<file path="config.mk">
export PLATFORM = sky130hd
export DESIGN_NAME = arb_rr_pushpop
export DESIGN_NICKNAME = d
export VERILOG_FILES = /design/src/rtl/arb_rr_pushpop_pkg.sv /design/src/rtl/arb_rr_pushpop_rr_priority_sel.sv /design/src/rtl/arb_rr_pushpop.sv
export SDC_FILE = /design/constraint.sdc
export NUM_CORES = 1
export LEC_CHECK = 0
export ABC_AREA = 0
export ABC_CLOCK_PERIOD_IN_PS = 3800
export CAP_MARGIN = 0
export CORE_MARGIN = 2
export CORE_UTILIZATION = 40
export DETAILED_ROUTE_END_ITERATION = 10
export PLACE_DENSITY = 0.8
export SYNTH_ARGS = -nofsm -noshare
export SYNTH_HDL_FRONTEND = slang
export SYNTH_HIERARCHICAL = 1
export SYNTH_SLANG_ARGS = --single-unit
</file>
<file path="constraint.sdc">
create_clock -name clk -period 3.8 [get_ports clk]
set_clock_uncertainty 0.1 [all_clocks]
set_input_delay 0.57 -clock clk [delete_from_list [all_inputs] [get_ports clk]]
set_output_delay 0.57 -clock clk [all_outputs]
set_load 0.02 [all_outputs]
</file>
<file path="src/rtl/arb_rr_pushpop_pkg.sv">
// arb_defs: shared constants, destination type and one-hot helper for the round-robin push/pop arbiter.
package arb_defs;
  localparam int FIFO_UNITS = 4;
  localparam int WORD_SIZE = 10;
  localparam int DEST_MSB = WORD_SIZE - 1;
  localparam int DEST_LSB = WORD_SIZE - 2;
  typedef logic [1:0] dest_t;
  typedef enum logic {IDLE, BUSY} state_t;
  function automatic logic [3:0] onehot4(dest_t d);
    return 4'b0001 << d;
  endfunction
endpackage

</file>
<file path="src/rtl/arb_rr_pushpop_rr_priority_sel.sv">
// rr_priority_sel: combinational rotate-priority picker; first eligible index at or after rr_ptr (mod 4).
module rr_priority_sel
  import arb_defs::*;
(
  input  logic [3:0] i_eligible,
  input  dest_t      i_rr_ptr,
  output logic       o_grant_valid,
  output dest_t      o_g
);
  logic [7:0] w_dbl;
  logic [3:0] w_rot;
  dest_t      w_ofs;
  assign w_dbl = {i_eligible, i_eligible};
  assign w_rot = 4'(w_dbl >> i_rr_ptr);
  assign w_ofs = w_rot[0] ? 2'd0 : w_rot[1] ? 2'd1 : w_rot[2] ? 2'd2 : 2'd3;
  assign o_g = i_rr_ptr + w_ofs;
  assign o_grant_valid = |i_eligible;
endmodule

</file>
<file path="src/rtl/arb_rr_pushpop.sv">
// arb_rr_pushpop: round-robin arbiter issuing registered one-hot pop/push and forwarding the granted head word.
// Optional per-destination saturating push counters when ARB_PKT_COUNT_EN is defined.
module arb_rr_pushpop
  import arb_defs::*;
#(
  parameter int FIFO_UNITS = arb_defs::FIFO_UNITS,
  parameter int WORD_SIZE = arb_defs::WORD_SIZE,
  parameter int PTR_L = 3
) (
  input  logic                  clk,
  input  logic                  reset_L,
  input  logic [FIFO_UNITS-1:0] fifo_empty,
  input  logic [FIFO_UNITS-1:0] fifo_almost_full,
  input  logic [WORD_SIZE-1:0]  fifo_data_in0,
  input  logic [WORD_SIZE-1:0]  fifo_data_in1,
  input  logic [WORD_SIZE-1:0]  fifo_data_in2,
  input  logic [WORD_SIZE-1:0]  fifo_data_in3,
  output logic [FIFO_UNITS-1:0] arb_pop,
  output logic [FIFO_UNITS-1:0] arb_push,
  output logic [WORD_SIZE-1:0]  data_out,
  output logic                  idle
`ifdef ARB_PKT_COUNT_EN
  ,output logic [7:0]           pkt_count0,
  output logic [7:0]            pkt_count1,
  output logic [7:0]            pkt_count2,
  output logic [7:0]            pkt_count3
`endif
);
  // The 2-bit destination field ties the unit count to four.
  if (FIFO_UNITS != 4 || PTR_L < 1) begin : g_bad_cfg
    $error("arb_rr_pushpop supports exactly 4 FIFO units");
  end
  logic [WORD_SIZE-1:0]  w_head [4];
  dest_t                 w_dest [4];
  logic [3:0]            w_elig;
  logic                  w_valid;
  dest_t                 w_g;
  logic [3:0]            w_push_nxt;
  state_t                r_state, w_state_nxt;
  logic [FIFO_UNITS-1:0] r_pop, r_push;
  logic [WORD_SIZE-1:0]  r_data;
  dest_t                 r_ptr;
  assign w_head[0] = fifo_data_in0;
  assign w_head[1] = fifo_data_in1;
  assign w_head[2] = fifo_data_in2;
  assign w_head[3] = fifo_data_in3;
  // A source popped this cycle still shows its old head, so it sits out one decision.
  for (genvar i = 0; i < 4; i++) begin : g_elig
    assign w_dest[i] = w_head[i][WORD_SIZE-1:WORD_SIZE-2];
    assign w_elig[i] = !fifo_empty[i] && !r_pop[i] && !fifo_almost_full[w_dest[i]];
  end
  rr_priority_sel u_sel (
    .i_eligible   (w_elig),
    .i_rr_ptr     (r_ptr),
    .o_grant_valid(w_valid),
    .o_g          (w_g)
  );
  assign w_push_nxt = w_valid ? onehot4(w_dest[w_g]) : 4'b0000;
  always_comb w_state_nxt = w_valid ? BUSY : IDLE;
  always_ff @(posedge clk) begin
    if (!reset_L) begin
      r_state <= IDLE;
      r_pop   <= '0;
      r_push  <= '0;
      r_data  <= '0;
      r_ptr   <= '0;
    end else begin
      r_state <= w_state_nxt;
      r_pop   <= w_valid ? onehot4(w_g) : '0;
      r_push  <= w_push_nxt;
      if (w_valid) begin
        r_data <= w_head[w_g];
        r_ptr  <= w_g + 2'd1;
      end
    end
  end
  assign arb_pop  = r_pop;
  assign arb_push = r_push;
  assign data_out = r_data;
  assign idle     = (r_state == IDLE);
`ifdef ARB_PKT_COUNT_EN
  logic [7:0] r_cnt [4];
  always_ff @(posedge clk) begin
    for (int j = 0; j < 4; j++) begin
      if (!reset_L) r_cnt[j] <= '0;
      else if (w_push_nxt[j] && r_cnt[j] != 8'hff) r_cnt[j] <= r_cnt[j] + 8'd1;
    end
  end
  assign pkt_count0 = r_cnt[0];
  assign pkt_count1 = r_cnt[1];
  assign pkt_count2 = r_cnt[2];
  assign pkt_count3 = r_cnt[3];
`endif
endmodule

</file>
After elaboration in Yosys (flattened, before gate mapping)
Index checks and enable logic that the tools add are counted.
{"block": "word_totals", "ff_bits": 21, "in_bits": 50, "output_inout_bits": 19, "word_cells": 57}
{"block": "classes", "n_addsub": 2, "order_cmp": 5, "shifts": 3, "n_mux": 18, "bitwise": 2, "reduce_logical": 22}
{"op": "$bmux W10 S2", "n": 1}
{"op": "$mux W10", "n": 2}
{"op": "$logic_not A1 Y1", "n": 12}
{"op": "$lt A2 B3 Y1 const B", "n": 4}
{"op": "$bmux W1 S2", "n": 4}
{"op": "$logic_and A1 B1 Y1", "n": 8}
{"op": "$mux W2", "n": 4}
{"op": "$shl A1 B2 Y4 const A", "n": 2}
{"op": "$shr A8 B2 Y3", "n": 1}
{"op": "$mux W1", "n": 6}
{"op": "$bmux W2 S2", "n": 1}
{"op": "$reduce_or A4 Y1", "n": 1}
{"op": "$ge A3 B3 Y1 const B", "n": 1}
{"op": "$not A2 Y3", "n": 1}
{"op": "$add A2 B1 Y2 const B", "n": 1}
{"op": "$add A2 B2 Y2", "n": 1}
{"op": "$reduce_and A2 Y1", "n": 1}
{"op": "$not A1 Y1", "n": 1}

Longest topological paths before layout
Gate-level depths: netlist of run 1.
{"block": "logic_depth", "ltp_word": 14, "mapped_depth": 14, "depth_no_buf": 13}

Cells and area by module
The synthesis of run 1 kept the hierarchy.
{"mod": "arb_rr_pushpop", "n_inst": 1, "cells_each": 106, "area_per_inst_um2": 1182.4, "seq_area_each_um2": 420.4}
{"mod": "rr_priority_sel", "n_inst": 1, "cells_each": 23, "area_per_inst_um2": 172.7, "seq_area_each_um2": 0.0}

Worst setup path after synthesis of run 1
No wires, ideal clock.
{"block": "synth_path", "path_kind": "input-to-reg", "startpoint": "input fifo_data_in3[8]", "endpoint": "register r_push[2] (netlist: arb_push[2])", "setup_ps": 122, "arrival_ps": 3253, "required_ps": 3578, "setup_slack_ps": 325, "cell_stages": 12, "n_path_buf": 1, "cell_sequence": "mux2_2 > a2111oi_2 > and3b_2 > o21ai_0 > o211ai_1 > ha_1 > or4_1 > nand4_1 > buf_2 > mux4_2 > nand3_2 > nor2_1"}
{"block": "synth_via", "elab_chain_cells": 14, "elab_cells_between_ends": 16, "classes_between": "add/sub: 1; shift: 2; mux: 8; bitwise: 1; reduce/logical: 4"}
{"item": "start, declared", "line": "arb_rr_pushpop.sv:17", "text": "input logic [WORD_SIZE-1:0] fifo_data_in3,"}
{"item": "$bmux W1 S2 *", "line": "arb_rr_pushpop.sv:50", "text": "assign w_elig[i] = !fifo_empty[i] && !r_pop[i] && !fifo_almost_full[w_dest[i]];"}
{"item": "$mux W1 (not written as such) *", "line": "arb_rr_pushpop.sv:50"}
{"item": "$logic_not A1 Y1 *", "line": "arb_rr_pushpop.sv:50"}
{"item": "$logic_and A1 B1 Y1 *", "line": "arb_rr_pushpop.sv:50"}
{"item": "net w_elig[3]", "line": "arb_rr_pushpop.sv:35", "text": "logic [3:0] w_elig;"}
{"item": "$shr A8 B2 Y3 *", "line": "arb_rr_pushpop_rr_priority_sel.sv:14", "text": "assign w_rot = 4'(w_dbl >> i_rr_ptr);"}
{"item": "$mux W1", "line": "arb_rr_pushpop_rr_priority_sel.sv:15", "text": "assign w_ofs = w_rot[0] ? 2'd0 : w_rot[1] ? 2'd1 : w_rot[2] ? 2'd2 : 2'd3;"}
{"item": "$mux W2", "line": "arb_rr_pushpop_rr_priority_sel.sv:15"}
{"item": "$mux W2 *", "line": "arb_rr_pushpop_rr_priority_sel.sv:15"}
{"item": "$add A2 B2 Y2 *", "line": "arb_rr_pushpop_rr_priority_sel.sv:16", "text": "assign o_g = i_rr_ptr + w_ofs;"}
{"item": "net w_g[1]", "line": "arb_rr_pushpop.sv:37", "text": "dest_t w_g;"}
{"item": "$not A2 Y3 (not written as such) *", "line": "arb_rr_pushpop.sv:58", "text": "assign w_push_nxt = w_valid ? onehot4(w_dest[w_g]) : 4'b0000;"}
{"item": "$bmux W2 S2 *", "line": "arb_rr_pushpop.sv:58"}
{"item": "$mux W2 (not written as such) * (2 in series)", "line": "arb_rr_pushpop.sv:58"}
{"item": "$shl A1 B2 Y4 *", "line": "arb_rr_pushpop_pkg.sv:10", "text": "return 4'b0001 << d;"}
{"item": "end signal, assigned", "line": "arb_rr_pushpop.sv:70", "text": "r_push <= w_push_nxt;"}
{"item": "end, declared", "line": "arb_rr_pushpop.sv:40", "text": "logic [FIFO_UNITS-1:0] r_pop, r_push;"}
Mark *: on every way through the listed nets, which the timed path passes. The rest lies on a longest branch. The select of a mux whose other input is x is not followed.
A chain may end at the register's enable or synchronous reset.

Final worst setup path of run 1
{"block": "layout_path", "startpoint": "input fifo_data_in0[8]", "endpoint": "register r_ptr[1]"}
{"block": "layout_via", "elab_chain_cells": 10, "elab_cells_between_ends": 11, "classes_between": "add/sub: 2; shift: 1; mux: 5; reduce/logical: 3"}
{"item": "start, declared", "line": "arb_rr_pushpop.sv:14", "text": "input logic [WORD_SIZE-1:0] fifo_data_in0,"}
{"item": "$bmux W1 S2 *", "line": "arb_rr_pushpop.sv:50"}
{"item": "$mux W1 (not written as such) *", "line": "arb_rr_pushpop.sv:50"}
{"item": "$logic_not A1 Y1 *", "line": "arb_rr_pushpop.sv:50"}
{"item": "$logic_and A1 B1 Y1 *", "line": "arb_rr_pushpop.sv:50"}
{"item": "net w_elig[0]", "line": "arb_rr_pushpop.sv:35"}
{"item": "$shr A8 B2 Y3 *", "line": "arb_rr_pushpop_rr_priority_sel.sv:14"}
{"item": "$mux W1", "line": "arb_rr_pushpop_rr_priority_sel.sv:15"}
{"item": "$mux W2", "line": "arb_rr_pushpop_rr_priority_sel.sv:15"}
{"item": "$mux W2 *", "line": "arb_rr_pushpop_rr_priority_sel.sv:15"}
{"item": "$add A2 B2 Y2 *", "line": "arb_rr_pushpop_rr_priority_sel.sv:16"}
{"item": "net w_g[1]", "line": "arb_rr_pushpop.sv:37"}
{"item": "$add A2 B1 Y2 *", "line": "arb_rr_pushpop.sv:73", "text": "r_ptr <= w_g + 2'd1;"}
{"item": "end signal, assigned", "line": "arb_rr_pushpop.sv:73"}
{"item": "end, declared", "line": "arb_rr_pushpop.sv:42", "text": "dest_t r_ptr;"}
Marked as above.

==> results of run 1 <==
## flip-flops by register name (all words and copies together) (netlist names)
name,count
arb_pop,4
r_state,1
data_out,10
r_ptr,2
arb_push,4
## through the flow
step                 TNS, ns   util  cells  setup slack (ns)
floorplan                  0      -    129             0.325
global placement       -2.27  0.670    255            -0.191
detailed placement     -4.88  0.670    255            -0.364
CTS                        0  0.684    260            0.0140
global route        -0.00568  0.703    262          -0.00568
finish                     0  0.703    262             0.117
## path summary, 6_finish.rpt
| path | startpoint | depth (start not counted) | end |
|---|---|---|---|
| worst max register to register | arb_pop[3]$_SDFF_PN0_ | 10 | arb_push[2]$_SDFF_PN0_ |
| worst min-delay path | data_out[9]$_SDFFE_PN0P_ | 2 | data_out[9]$_SDFFE_PN0P_ |
| worst min register to register | data_out[9]$_SDFFE_PN0P_ | 2 | data_out[9]$_SDFFE_PN0P_ |
| worst max-delay path | fifo_data_in0[8] | 15 | r_ptr[1]$_SDFFE_PN0P_ |
## synth_stat cells
cell,count,area share
mux2i_1,23,0.17
dfxtp_1,21,0.31
nor2_1,12,0.033
nand3b_1,10,0.055
o221ai_2,8,0.089
mux2_2,5,0.042
a2111oi_2,4,0.044
nand2_1,4,0.011
buf_2,3,0.011
buf_6,3,0.025
inv_1,3,0.0083
o21ai_0,3,0.011
and3b_2,2,0.015
clkbuf_1,2,0.0055
nor3_2,2,0.015
nor3b_1,2,0.011
o211a_1,2,0.015
or4_1,2,0.011
a21oi_1,1,0.0037
and2b_1,1,0.0055
and2b_2,1,0.0065
buf_4,1,0.0055
ha_1,1,0.0092
mux2_1,1,0.0083
mux2_4,1,0.011
mux4_2,1,0.017
nand2_2,1,0.0046
nand3_1,1,0.0037
nand3_2,1,0.0074
nand4_1,1,0.0046
nor3_1,1,0.0037
o211ai_1,1,0.0055
o221ai_1,1,0.0065
or2_1,1,0.0046
or3_1,1,0.0046
xnor2_1,1,0.0065
## worst min-delay path, cell delays in order (launching register included)
cell	delay [ns]
dfxtp_1	0.33
nand3b_1	0.09
nand2_2	0.05
## power by group through the flow
stage	sequential, W	clock, W	combinational (W)
floorplan	0.000445	0	0.000648
global placement	0.000369	0	0.00109
detailed placement	0.000371	0	0.00112
CTS	0.000367	0.000110	0.00114
global route	0.000383	0.000121	0.00124
finish	0.000374	0.000107	0.00115
## timing repair
item / CTS / global route
pin swaps: 0 / 4
setup endpoints to repair: 3 / 18
buffers inserted: 1 / 2
resized for setup: 1 / 7
## final cells by class
| cell class | count | area share |
|---|---|---|
| inverter | 3 | 0.00488 |
| timing repair buffer | 92 | 0.380 |
| tap | 46 | 0.0249 |
| multi-input combinational | 96 | 0.397 |
| clock buffer | 4 | 0.0114 |
| sequential | 21 | 0.182 |
## layer usage
metal | track usage | vias to the layer above | share of wire
met5 | 0 | - | 0
met4 | 0.0417 | 0 | 0.012
met3 | 0.0543 | 6 | 0.079
met2 | 0.376 | 72 | 0.51
met1 | 0.250 | 642 | 0.40
li1 | - | 661 | -
## logic make-up after synthesis
group	synth area share
flip-flops	0.310
AO/OA/AOI/OAI	0.175
adder cells (fa/ha/maj)	0.00923
buffers and inverters	0.0554
multiplexers	0.247
AND/OR/NAND/NOR	0.197
XOR/XNOR	0.00646
==> flow_metrics.tcl, run 1 <==
set metrics [dict create \
    status "finished, final reports clean" \
    grt_pass1_wl_um 6510 \
    grt_pass1_vias 1377 \
    fp.coreArea_um2 3280 \
    p_total_w 0.00164 \
    hold_buffers 0 \
    cts_htree_levels 1 \
    io_buffers 68 \
    multi_input_area_um2 916 \
    layout_common_cells "clkdlybuf4s50_1 (66), mux2i_1 (23), buf_4 (23)" \
    clock_path_buffers 2 \
    ys_seq_area_frac 0.310 \
    syn_inst 129 \
    fp.dieH_um 62.2 \
    leakagePower_nw 0.960 \
    grt_max_degree 17 \
    nFillCells 250 \
    whs_ns 0.394 \
    overflow 0 \
    start_util 0.413 \
    nets 268 \
    area_growth_pct 70.5 \
    cp.required_ns 3.89 \
    cts_sinks 21 \
    rows 21 \
    worstPathMaxFanout 6 \
    numCtsBuffers 3 \
    register_area_um2 420 \
    dieArea_um2 3870 \
    fmax_ghz 0.272 \
    hold_violations 0 \
    insertion_delay_ns 0.29 \
    ant_nets 0 \
    intPower_w 0.000960 \
    antenna_found_initial 0 \
    drv_slew 0 \
    max_slew_margin 0.603 \
    cap_violations 0 \
    max_slew.worst_pin.slew_ns 0.593 \
    p_comb_frac 0.706 \
    final_common_cell "clkdlybuf4s50_1" \
    path_cells "clkdlybuf4s50_1 > mux2_2 > a2111oi_4 > and3b_2 > o21ai_0 > o211ai_1 > ha_2 > and2b_1 > o21ai_0 > nand4_1 > buf_4 > buf_4 > xnor2_1 > nand2_1 > o211a_1" \
    diodes 0 \
    arrival_ns 3.78 \
    finalSetupViolCount 0 \
    ys_types 36 \
    sequentialPowerShare 0.229 \
    finalCritPeriodShare 0.969 \
    critPathBufInv 3 \
    hold_path_class "reg2reg" \
    dr.pass1.iters 4 \
    drtIter0Drc 33 \
    post_drt_wl_per_cell_um 15.5 \
    wl_um 4070 \
    layout_min_cycle_time_ns 3.68 \
    via_count 1381 \
    cp-end-kind "flop" \
    fp.dieW_um 62.2 \
    syn-num-nets 180 \
    postSynthAreaPerCell_um2 10.5 \
    dp_hpwl_um 3160 \
    path_class "in2reg" \
    yosys_warnings 6 \
    avgViaCountPerCell 5.27 \
    cts_root_buf "clkbuf_4" \
    ir_drop_mv 0.376 \
    gp_congestion 0.879 \
    drive_above_1_share 0.250 \
    start_kind "input port" \
    path_clk_slew_ns 0.12 \
    grt_usage 0.209 \
    cp_slowest_stage_delay_ns 0.51 \
    slowest_stage "clkdlybuf4s50_1" \
    power.density_nw_per_um2 708 \
    drc_errors 0 \
    io_pins 69 \
    pwr-share-clk 0.065 \
    fin_area_um2 2310 \
    netSwitchingFraction 0.413 \
    placed_area_um2 2200 \
    r2r_slack_ns 0.92 \
    power_switching_w 0.000676 \
    synth_area_um2 1360 \
    cp_top_family "buffers and inverters" \
    synth_seq_cells 21 \
    cts_tree "done" \
]
Power figures use the tool's default switching activity.
==> inputs of run 2 (changes only) <==
- CELL_PAD_IN_SITES_DETAIL_PLACEMENT: not set -> 0
- CELL_PAD_IN_SITES_GLOBAL_PLACEMENT: not set -> 1
- CORE_UTILIZATION: 40 -> 29
- PLACE_DENSITY: 0.8 -> not set
- PLACE_DENSITY_LB_ADDON: not set -> 0.1
==> flow_metrics.tcl, run 2 (synthesized netlist as in run 1, its figures left out) <==
set metrics [dict create \
    status "finished, final reports clean" \
    ir_drop_mv 0.280 \
    largest_register_ffs 10 \
    hold_violations 0 \
    antenna_found_initial 0 \
    grt_max_degree 22 \
    finalCritPeriodShare 0.963 \
    max_slew_margin 0.763 \
    post_drt_wl_per_cell_um 15.1 \
    path_class "in2reg" \
    layout_min_cycle_time_ns 3.66 \
    overflow 0 \
    p_comb_frac 0.689 \
    fp.coreArea_um2 4410 \
    fmax_ghz 0.273 \
    start_kind "input port" \
    io_pins 69 \
    drc_errors 0 \
    max_slew.worst_pin.slew_ns 0.355 \
    sequentialPowerShare 0.224 \
    clock_path_buffers 2 \
    fp.dieW_um 72.4 \
    insertion_delay_ns 0.26 \
    grt_usage 0.165 \
    gp_congestion 0.853 \
    cts_tree "done" \
    cp-end-kind "flop" \
    start_util 0.307 \
    io_buffers 68 \
    drtIter0Drc 30 \
    cap_violations 0 \
    dr.pass1.iters 4 \
    drive_above_1_share 0.285 \
    cts_sinks 21 \
    finish.utilization 0.543 \
    ant_nets 0 \
    worstPathMaxFanout 4 \
    finalSetupViolCount 0 \
    dieArea_um2 5240 \
    post-place-ws_ns -0.428 \
    dp_hpwl_um 3040 \
    power.density_nw_per_um2 696 \
    layout_setup_ws_ns 0.140 \
    netSwitchingFraction 0.408 \
    power_switching_w 0.000680 \
    avgViaCountPerCell 4.96 \
    fp.dieH_um 72.4 \
    wl_um 4130 \
    via_count 1354 \
    pwr-share-clk 0.088 \
    path_clk_slew_ns 0.08 \
    cts_htree_levels 1 \
    numCtsBuffers 3 \
    placed_area_um2 2220 \
    nets 273 \
    cts_root_buf "clkbuf_8" \
    grt_pass1_vias 1388 \
    drv_slew 0 \
    grt_pass1_wl_um 6800 \
    cp.required_ns 3.85 \
    leakagePower_nw 1.03 \
    arrival_ns 3.71 \
    rows 24 \
    diodes 0 \
    p_total_w 0.00167 \
    intPower_w 0.000989 \
    fin_area_um2 2400 \
    hold_path_class "reg2reg" \
    area_growth_pct 77.0 \
    final_common_cell "clkdlybuf4s50_1" \
    layout_common_cells "clkdlybuf4s50_1 (63), buf_4 (28), mux2i_1 (23)" \
]
[run 2: worst paths after layout]
path                       startpoint                        to  slack (ns)  cells past startpoint
min reg2reg  data_out[7]$_SDFFE_PN0P_  data_out[7]$_SDFFE_PN0P_        0.40                      2
min          data_out[7]$_SDFFE_PN0P_  data_out[7]$_SDFFE_PN0P_        0.40                      2
max                  fifo_data_in0[8]    arb_push[2]$_SDFF_PN0_        0.14                     14
max reg2reg     arb_pop[3]$_SDFF_PN0_    arb_push[2]$_SDFF_PN0_        0.93                     12
[run 2: critical path, cell delays in order]
cell and delay [ns]:
clkdlybuf4s50_1 0.49, mux2_2 0.36, a2111oi_4 0.33, buf_4 0.18
nor2_1 0.06, a21oi_2 0.17, o211ai_1 0.10, ha_2 0.20
or4_1 0.46, nand4_1 0.13, buf_4 0.14, mux4_2 0.35
nand3_2 0.11, nor2_1 0.05
[run 2: per-stage QoR]
stage,TNS [ns],hold slack (ns),std cells
2_1_floorplan,0,0.402,129
3_3_place_gp,-3.69,0.383,263
3_5_place_dp,-6.00,0.378,263
4_1_cts,0,0.404,271
5_1_grt,-0.0632,0.434,273
6_report,0,0.399,273
[run 2: power by group through the flow]
| stage | clock (W) | combinational [W] | sequential (W) |
|---|---|---|---|
| 4_1_cts | 0.000153 | 0.00113 | 0.000367 |
| 3_5_place_dp | 0 | 0.00109 | 0.000370 |
| 3_3_place_gp | 0 | 0.00108 | 0.000367 |
| 6_report | 0.000146 | 0.00115 | 0.000373 |
| 5_1_grt | 0.000164 | 0.00125 | 0.000385 |
| 2_1_floorplan | 0 | 0.000648 | 0.000445 |
[run 2: layer usage]
metal  GRT usage  vias up  routed length [µm]
met5           0        -                   0
met4      0.0503        0                  46
met3      0.0306        4                 238
met2       0.297       52                2140
met1       0.197      631                1700
li1            -      667                   -
[run 2: repair_timing]
item / in CTS / in global routing
setup endpoints to repair: 15 / 19
pin swaps: 1 / 4
buffers inserted: 4 / 2
gates resized for setup: 3 / 13
hold endpoints to repair: 0 / 0
hold buffers: 0 / 0
[run 2: final cells by class]
| type | count | area (µm²) |
|---|---|---|
| multi-input combinational | 96 | 932 |
| fill | 385 | 2020 |
| clock inverter | 1 | 5.00 |
| clock buffer | 3 | 41.3 |
| sequential | 21 | 420 |
| timing repair buffer | 97 | 923 |
| tap | 52 | 65.1 |
| inverter | 3 | 11.3 |
